**config.mk**
```make
export PLATFORM = sky130hd
export DESIGN_NAME = bundle_issue_ctrl
export DESIGN_NICKNAME = d
export VERILOG_FILES = /design/src/rtl/pa_bundle_pkg.sv /design/src/rtl/bundle_fifo.sv /design/src/rtl/bundle_issue_ctrl.sv
export SDC_FILE = /design/constraint.sdc
export NUM_CORES = 1
export LEC_CHECK = 0
export CORE_MARGIN = 2
export CORE_UTILIZATION = 65
export CTS_CLUSTER_SIZE = 20
export DETAILED_ROUTE_END_ITERATION = 8
export DONT_BUFFER_PORTS = 1
export GPL_TIMING_DRIVEN = 0
export PLACE_DENSITY = 0.81
export SLEW_MARGIN = 20
export SYNTH_ARGS = -nofsm -noshare
export SYNTH_HDL_FRONTEND = slang
export SYNTH_SLANG_ARGS = --single-unit
```
**constraint.sdc**
```tcl
create_clock -name clock_i -period 7 [get_ports clock_i]
set_clock_uncertainty 0.2 [all_clocks]
set_input_delay 1.4 -clock clock_i [delete_from_list [all_inputs] [get_ports clock_i]]
set_output_delay 1.4 -clock clock_i [all_outputs]
set_load 0.05 [all_outputs]
```
**src/rtl/pa_bundle_pkg.sv**
```systemverilog
// Shared definitions for the bundle issue controller: bundle width, the
// instruction-field bit positions, the issue-state encoding and branch detection.
package pa_bundle_pkg;

    localparam int BUNDLE_W      = 60;
    localparam int FMT_BIT       = 59;
    localparam int BR1_BIT       = 58;
    localparam int BR2_BIT_LONG  = 28;
    localparam int BR2_BIT_SHORT = 39;

    typedef enum logic [1:0] {
        ST_RUN     = 2'd0,
        ST_BR_WAIT = 2'd1,
        ST_DRAIN   = 2'd2
    } issue_state_t;

    // The second instruction's branch bit moves depending on the format of the first
    function automatic logic bundle_has_branch(input logic [BUNDLE_W-1:0] bundle);
        logic br2;
        br2 = bundle[FMT_BIT] ? bundle[BR2_BIT_LONG] : bundle[BR2_BIT_SHORT];
        return bundle[BR1_BIT] | br2;
    endfunction

endpackage

```
**src/rtl/bundle_fifo.sv**
```systemverilog
// Small synchronous FIFO with occupancy count and a one-cycle clear.
// DEPTH must be a power of two so the pointers wrap naturally.
module bundle_fifo #(
    parameter int DEPTH = 4,
    parameter int WIDTH = 60
) (
    input  logic                     clock,
    input  logic                     reset,
    input  logic                     push,
    input  logic                     pop,
    input  logic                     clear,
    input  logic [WIDTH-1:0]         wr_data,
    output logic [WIDTH-1:0]         rd_data,
    output logic [$clog2(DEPTH):0]   count
);

    localparam int PW = $clog2(DEPTH);
    localparam int CW = PW + 1;

    logic [WIDTH-1:0] mem [DEPTH];
    logic [PW-1:0]    wr_ptr;
    logic [PW-1:0]    rd_ptr;
    logic             push_ok;
    logic             pop_ok;

    assign push_ok = push && (count != CW'(DEPTH));
    assign pop_ok  = pop && (count != '0);
    assign rd_data = mem[rd_ptr];

    // Storage array; contents are meaningless outside the count window so no reset
    always_ff @(posedge clock) begin
        if (push_ok) begin
            mem[wr_ptr] <= wr_data;
        end
    end

    // Pointer and count update; clear and reset both drop a same-cycle push
    always_ff @(posedge clock) begin
        if (reset || clear) begin
            wr_ptr <= '0;
            rd_ptr <= '0;
            count  <= '0;
        end else begin
            if (push_ok) begin
                wr_ptr <= wr_ptr + PW'(1);
            end
            if (pop_ok) begin
                rd_ptr <= rd_ptr + PW'(1);
            end
            case ({push_ok, pop_ok})
                2'b10:   count <= count + CW'(1);
                2'b01:   count <= count - CW'(1);
                default: count <= count;
            endcase
        end
    end

endmodule

```
**src/rtl/bundle_issue_ctrl.sv**
```systemverilog
// Issue controller in front of the dual-issue bundle parser: buffers fetch
// bundles, throttles issue on downstream credits, waits on branches and
// drains the parser after a redirect.
// Optional macro BRANCH_THROTTLE_EN enables the branch-wait state; without it
// branch bundles issue like any other and resolve_i is ignored.
module bundle_issue_ctrl
    import pa_bundle_pkg::*;
#(
    parameter int DEPTH     = 4,
    parameter int CREDITS   = 4,
    parameter int PARSE_LAT = 2
) (
    input  logic                        clock_i,
    input  logic                        reset_i,
    input  logic                        fetch_valid_i,
    input  logic [BUNDLE_W-1:0]         fetch_bundle_i,
    output logic                        fetch_ready_o,
    output logic                        parse_enable_o,
    output logic [BUNDLE_W-1:0]         parse_bundle_o,
    input  logic                        credit_return_i,
    input  logic                        resolve_i,
    input  logic                        flush_i,
    output logic [$clog2(DEPTH):0]      occupancy_o,
    output logic [$clog2(CREDITS):0]    credits_o,
    output logic                        err_o
);

    localparam int OCC_W   = $clog2(DEPTH) + 1;
    localparam int CRED_W  = $clog2(CREDITS) + 1;
    localparam int DRAIN_W = $clog2(PARSE_LAT + 1);

    issue_state_t         state;
    issue_state_t         state_next;
    logic [DRAIN_W-1:0]   drain_cnt;
    logic [DRAIN_W-1:0]   drain_next;
    logic [CRED_W-1:0]    credits;
    logic [OCC_W-1:0]     occupancy;
    logic [BUNDLE_W-1:0]  head;
    logic                 push;
    logic                 issue;

`ifndef BRANCH_THROTTLE_EN
    logic unused_resolve;
    assign unused_resolve = resolve_i;
`endif

    assign fetch_ready_o = !reset_i && (occupancy < OCC_W'(DEPTH)) && (state != ST_DRAIN);
    assign push          = fetch_valid_i && fetch_ready_o;
    assign issue         = (state == ST_RUN) && (occupancy != '0) && (credits != '0) && !flush_i;
    assign occupancy_o   = occupancy;
    assign credits_o     = credits;

    bundle_fifo #(
        .DEPTH (DEPTH),
        .WIDTH (BUNDLE_W)
    ) u_fifo (
        .clock   (clock_i),
        .reset   (reset_i),
        .push    (push),
        .pop     (issue),
        .clear   (flush_i),
        .wr_data (fetch_bundle_i),
        .rd_data (head),
        .count   (occupancy)
    );

    // Next-state logic; a redirect overrides everything and restarts the drain
    always_comb begin
        state_next = state;
        drain_next = drain_cnt;
        if (flush_i) begin
            state_next = ST_DRAIN;
            drain_next = DRAIN_W'(PARSE_LAT);
        end else begin
            case (state)
                ST_RUN: begin
`ifdef BRANCH_THROTTLE_EN
                    if (issue && bundle_has_branch(head)) begin
                        state_next = ST_BR_WAIT;
                    end
`endif
                end
`ifdef BRANCH_THROTTLE_EN
                ST_BR_WAIT: begin
                    if (resolve_i) begin
                        state_next = ST_RUN;
                    end
                end
`endif
                ST_DRAIN: begin
                    if (drain_cnt <= DRAIN_W'(1)) begin
                        state_next = ST_RUN;
                        drain_next = '0;
                    end else begin
                        drain_next = drain_cnt - DRAIN_W'(1);
                    end
                end
                default: begin
                    state_next = ST_RUN;
                    drain_next = '0;
                end
            endcase
        end
    end

    // State and drain counter registers
    always_ff @(posedge clock_i) begin
        if (reset_i) begin
            state     <= ST_RUN;
            drain_cnt <= '0;
        end else begin
            state     <= state_next;
            drain_cnt <= drain_next;
        end
    end

    // Credit accounting; a return with every slot already free is an overflow
    always_ff @(posedge clock_i) begin
        if (reset_i) begin
            credits <= CRED_W'(CREDITS);
            err_o   <= 1'b0;
        end else if (issue && !credit_return_i) begin
            credits <= credits - CRED_W'(1);
        end else if (!issue && credit_return_i) begin
            if (credits == CRED_W'(CREDITS)) begin
                err_o <= 1'b1;
            end else begin
                credits <= credits + CRED_W'(1);
            end
        end
    end

    // Parser drive registers; the bundle holds its value when nothing issues
    always_ff @(posedge clock_i) begin
        if (reset_i) begin
            parse_enable_o <= 1'b0;
            parse_bundle_o <= '0;
        end else begin
            parse_enable_o <= issue;
            if (issue) begin
                parse_bundle_o <= head;
            end
        end
    end

endmodule
```
## Word level (Yosys, flattened, before mapping)

Memory sizes are Yosys's and may differ from the RTL's. A register that Yosys moved wholly into a read port is not among the register bits.
Cells that the tools add are included.

| storage, ports and cells | value |
|---|---|
| RAM bits | 240 |
| bits in registers | 16 |
| memories kept | 1 |
| output and inout port bits | 69 |
| ROM bits | 0 |
| latch bits | 0 |
| logic and storage cells | 69 |
| input port bits | 66 |

Memory list:

| name | depth | bits a word | rd ports | clocked after Yosys merged registers in | write ports | RTL line | source |
|---|---|---|---|---|---|---|---|
| u_fifo.mem | 4 | 60 | 1 | 1 | 1 | bundle_fifo.sv:20 | `logic [WIDTH-1:0] mem [DEPTH];` |

| cells by class | value |
|---|---|
| shifts and indexed selects | 0 |
| bitwise operators | 2 |
| reduce and logical (&&, ||, !) cells | 25 |
| div/mod/pow operators | 0 |
| magnitude comparators | 2 |
| eq/ne operators | 10 |
| multipliers | 0 |
| $add $sub $neg | 7 |
| multiplexer cells | 12 |

Operators by type and width:

| cell | number |
|---|---|
| 1-bit logical AND | 10 |
| 3-bit two-way mux | 3 |
| 2-bit two-way mux | 4 |
| 2-bit inequality test (second input constant) | 4 |
| 2-bit case mux with 2 select lines | 2 |
| 3-bit by 1-bit adder with 3-bit output (second input constant) | 2 |
| 3-bit inequality test (second input constant) | 2 |
| 3-bit case mux with 2 select lines | 1 |
| 2-bit AND reduction | 3 |
| 3-bit nonzero test | 2 |
| 3-bit by 1-bit subtractor with 3-bit output (second input constant) | 2 |
| 2-bit by 1-bit adder with 2-bit output (second input constant) | 2 |
| 2-bit == test (second input constant) | 2 |
| 1-bit zero test | 4 |
| 2-bit nonzero test | 2 |
| 3-bit == test (second input constant) | 1 |
| 3-bit less-than comparator (second input constant) | 1 |
| 3-bit AND reduction | 1 |
| 2-bit by 1-bit == test with 1-bit output (second input constant) | 1 |
| 2-bit by 1-bit <= comparator with 1-bit output (second input constant) | 1 |
| 2-bit zero test | 1 |
| 1-bit two-way mux | 2 |
| 1-bit inverter | 2 |
| 2-bit OR reduction | 1 |
| 2 further kinds | 2 |

## Longest topological paths before layout

| logic depth | value |
|---|---|
| word-level depth | 8 |
| mapped depth | 10 |
| gate-level depth less buffers | 9 |

## Cells and area by module

From an unflattened synthesis, not the netlist that was laid out.

| second synthesis, totals | value |
|---|---|
| cells, all modules | 676 |
| area, all modules | 11673.7 µm² |

By module, submodules not included:

| module | area an instance (µm²) | sequential area each (µm²) | cells an instance | instances |
|---|---|---|---|---|
| bundle_fifo | 9193.8 | 7387.1 | 367 | 1 |
| bundle_issue_ctrl | 2479.9 | 1361.3 | 309 | 1 |

## Worst setup path before layout

Ideal clock, no wire load.

| path | value |
|---|---|
| kind | input to register |
| start point | input port reset_i |
| end point | memory u_fifo.mem[0][0] (enable) |
| slack | 1.952 ns |
| setup time | 0.425 ns |
| arrival time | 4.423 ns |
| cell stages on the path | 3 |
| required time | 6.375 ns |
| path buffers | 1 |
| cell sequence | clkbuf_1 nor3_1 and3_1 |

| between the ends | value |
|---|---|
| word-level cells in the longest chain between the ends | 7 |

RTL lines:

| element | RTL line | source |
|---|---|---|
| start: declaration | bundle_issue_ctrl.sv:14 | `input logic reset_i,` |
| 1-bit zero test | bundle_issue_ctrl.sv:47 | `assign fetch_ready_o = !reset_i && (occupancy < OCC_W'(DEPTH)) && (state != ST_DRAIN);` |
| 1-bit logical AND (2 in a row) | bundle_issue_ctrl.sv:47 |  |
| net fetch_ready_o | bundle_issue_ctrl.sv:17 | `output logic fetch_ready_o,` |
| 1-bit logical AND | bundle_issue_ctrl.sv:48 | `assign push = fetch_valid_i && fetch_ready_o;` |
| 1-bit logical AND | bundle_fifo.sv:26 | `assign push_ok = push && (count != CW'(DEPTH));` |
| 1-bit two-way mux | bundle_fifo.sv:32 | `if (push_ok) begin` |
| 1-bit two-way mux (not written as such) | bundle_fifo.sv:33 | `mem[wr_ptr] <= wr_data;` |
| end: declaration | bundle_fifo.sv:20 |  |

The timed path passes the listed nets, and every way through them passes these cells.

## Worst setup path in the final report

| path | value |
|---|---|
| start point | input port reset_i |
| end point | output port fetch_ready_o |

| between the ends | value |
|---|---|
| word-level cells in the longest chain between the ends | 3 |

RTL lines:

| element | RTL line |
|---|---|
| 1-bit zero test | bundle_issue_ctrl.sv:47 |
| 1-bit logical AND (2 in a row) | bundle_issue_ctrl.sv:47 |
| end: declaration | bundle_issue_ctrl.sv:17 |

No other way between the ends.

==> impl_metrics.yaml <==
status:
  outcome: "finished clean"
grt:
  grt-ovfl-total: 0
  grt_pass1_wl_um: 31920
  antenna_found_initial: 0
  grt_pass1_vias: 5855
  grtUsageTotal: 0.2301
  grt_max_degree: 32
cts:
  root_buffer: "clkbuf_16"
  tritoncts.num_buffers: 30
  post_cts_buffers: 0
  cts_hold_buf: 0
  cts_tree: "built"
  clock_latency_ns: 0.54
  h-tree-depth: 1
  cts_sinks: 315
  cts_buffer_depth: 3
  path_clk_slew_ns: 0.06
  ctsResizeCount: 0
yosys:
  syn_nets: 676
  syn_inst: 601
  avgSynthCellArea_um2: 19.17
  yosysTopAreaCell: "edfxtp_1"
  synth-seq-area-share: 0.7557
  ys_types: 34
  syn-cell-area_um2: 11520
  ys_ff_latch: 315
  synth.top_cell.area_share: 0.6254
  ys_warn_count: 0
  synth.area.top_cells: "edfxtp_1, dfxtp_1, mux4_2"
place:
  globalplace.congestion: 0.7048
  dpl.hpwl_um: 13070
  dp.cells: 832
  place_worst_setup_slack_ns: 3.126
  port_buffers: 0
floorplan:
  die_area_um2: 18810
  coreArea_um2: 17300
  die_w_um: 137.2
  row_count: 48
  fp.dieH_um: 137.2
  io_pins: 135
  start_util: 0.6662
sta:
  slew_headroom: 0.5054
  fin_setup_tns_ns: 0
  fmax_mhz: 257.4
  finalCriticalPeriod_ns: 3.886
  worst_pin_slew_ns: 0.7409
  setup_ws_ns: 3.114
  grt_setup_unrepaired: "no"
  finalCritPeriodShare: 0.5551
  setup_viol: 0
  finalHoldViolations: 0
  whs_ns: 0.3490
  drv_slew: 0
cells_and_area:
  drive_above_1_share: 0.2006
  fin_cells: 888
  mostFrequentLayoutCell: "edfxtp_1"
  nets: 714
  area.growth.synth_to_final_pct: 12.19
  antenna_cells: 0
  layout_common_cells: "edfxtp_1, dfxtp_1, nor2_1, mux4_2, mux2i_1"
worst_hold_path:
  hold_path_class: "reg -> reg"
  whs_endpoint: "drain_cnt[1]"
  hold_depth: 2
  min-delay-start: "drain_cnt[1]"
run:
  cap_violations: 0
detailed_routing:
  dr_wl_met2_um: 10960
  wl_per_cell_um: 23.80
  top_layer: "met4"
  first_iter_violations: 385
  vias_per_cell: 6.082
  drtAntennaViolNets: 0
  wl_met3_um: 1685
  drt-total-wl_um: 21140
  wl_met1_um: 8048
  drc: 0
  route.vias.total: 5401
  dr.pass1.iters: 5
worst_setup_path:
  rr_worst_depth: 10
  cp.required_ns: 5.40
  r2r_slack_ns: 3.64
  reg2reg_from: "u_fifo.count[2]"
  arrival_ns: 2.29
  crit_type: "in -> out"
  reg2reg_to: "u_fifo.count[2]"
  crit_fanout: 6
  startpoint_type: "primary input"
  crit_path_end_kind: "primary output"
pwr:
  peakVddDrop_mv: 0.3172
  finalPower_w: 0.003772
  p_leak_nw: 4.063
  power.density_nw_per_um2: 291.8
-- area by class of cell --
class,instances,area (um2)
Sequential cell,315,8708
Buffer,30,148.9
Fill cell,954,4368
Multi-Input combinational cell,243,2643
Tap cell,225,281.5
Clock buffer,45,848.3
Inverter,13,48.80
Timing Repair Buffer,6,91.34
Clock inverter,11,158.9
-- where the power goes --
group	internal [W]	switching (W)	total (W)	leakage, nW
Sequential	0.00204	0.0000333	0.00207	2.78
Combinational	0.0000332	0.0000434	0.0000765	0.789
Clock	0.000983	0.000643	0.00163	0.495
-- flip-flops by register name (all words and copies together), names as in the netlist --
register,count
u_fifo.wr_ptr,2
u_fifo.rd_ptr,2
state,1
u_fifo.count,3
parse_enable_o,1
drain_cnt,2
err_o,1
u_fifo.mem,240
credits_o,3
parse_bundle_o,60
-- worst max-delay path by stage --
stage            start                end  slack [ns]
2_1_floorplan  reset_i   u_fifo.mem[0][0]        1.95
3_3_place_gp   reset_i  u_fifo.mem[0][47]        0.57
3_5_place_dp   reset_i      fetch_ready_o        3.13
4_1_cts        reset_i      fetch_ready_o        3.13
5_1_grt        reset_i      fetch_ready_o        3.05
6_report       reset_i      fetch_ready_o        3.11
-- synthesized netlist by cell type --
cell and count:
inv_2 1, fa_1 2, clkbuf_1 14, mux2i_1 60, nor4_1 1, and3_1 4, a311o_1 1, or3_1 2
a41oi_1 1, inv_1 12, and2_1 1, nor2_1 72, o21ai_0 3, edfxtp_1 240, nand2_1 3, xor2_1 2
or2_2 1, xnor2_1 2, nor2b_1 1, buf_4 7, buf_2 8, buf_1 1, mux4_2 60, a31oi_1 1
a21o_1 1, o21a_1 1, ha_1 7, mux2_2 1, nor3_1 4, nand2b_1 1, a211o_1 1, a21oi_1 9
dfxtp_1 75, nor4_2 1
-- layer usage --
metal  GRT usage  vias to the layer above
li1            -                     2398
met1      0.2845                     2795
met2      0.3917                      174
met3     0.07778                       34
met4     0.06243                        0
met5           0                        -
-- cells by family after synthesis --
family                     synth area share
muxes                                0.1704
DFF                                  0.7557
and+or+nand+nor                     0.03323
xor gates and xnor gates           0.003041
buffers and inverters               0.01715
adders and majority gates           0.01107
AOI/OAI and AO/OA                  0.009447
-- worst max-delay path, cell delays in order --
cell      delay (ns)
clkbuf_1        0.22
nor3_2          0.37
buf_4           0.29
-- metrics by stage --
stage | util | instance area, um2
floorplan | - | 11520
global placement | 0.6825 | 11810
detailed placement | 0.6892 | 11920
CTS | 0.7475 | 12930
global route | 0.7475 | 12930
finish | 0.7475 | 12930
Power figures use the tool's default switching activity.
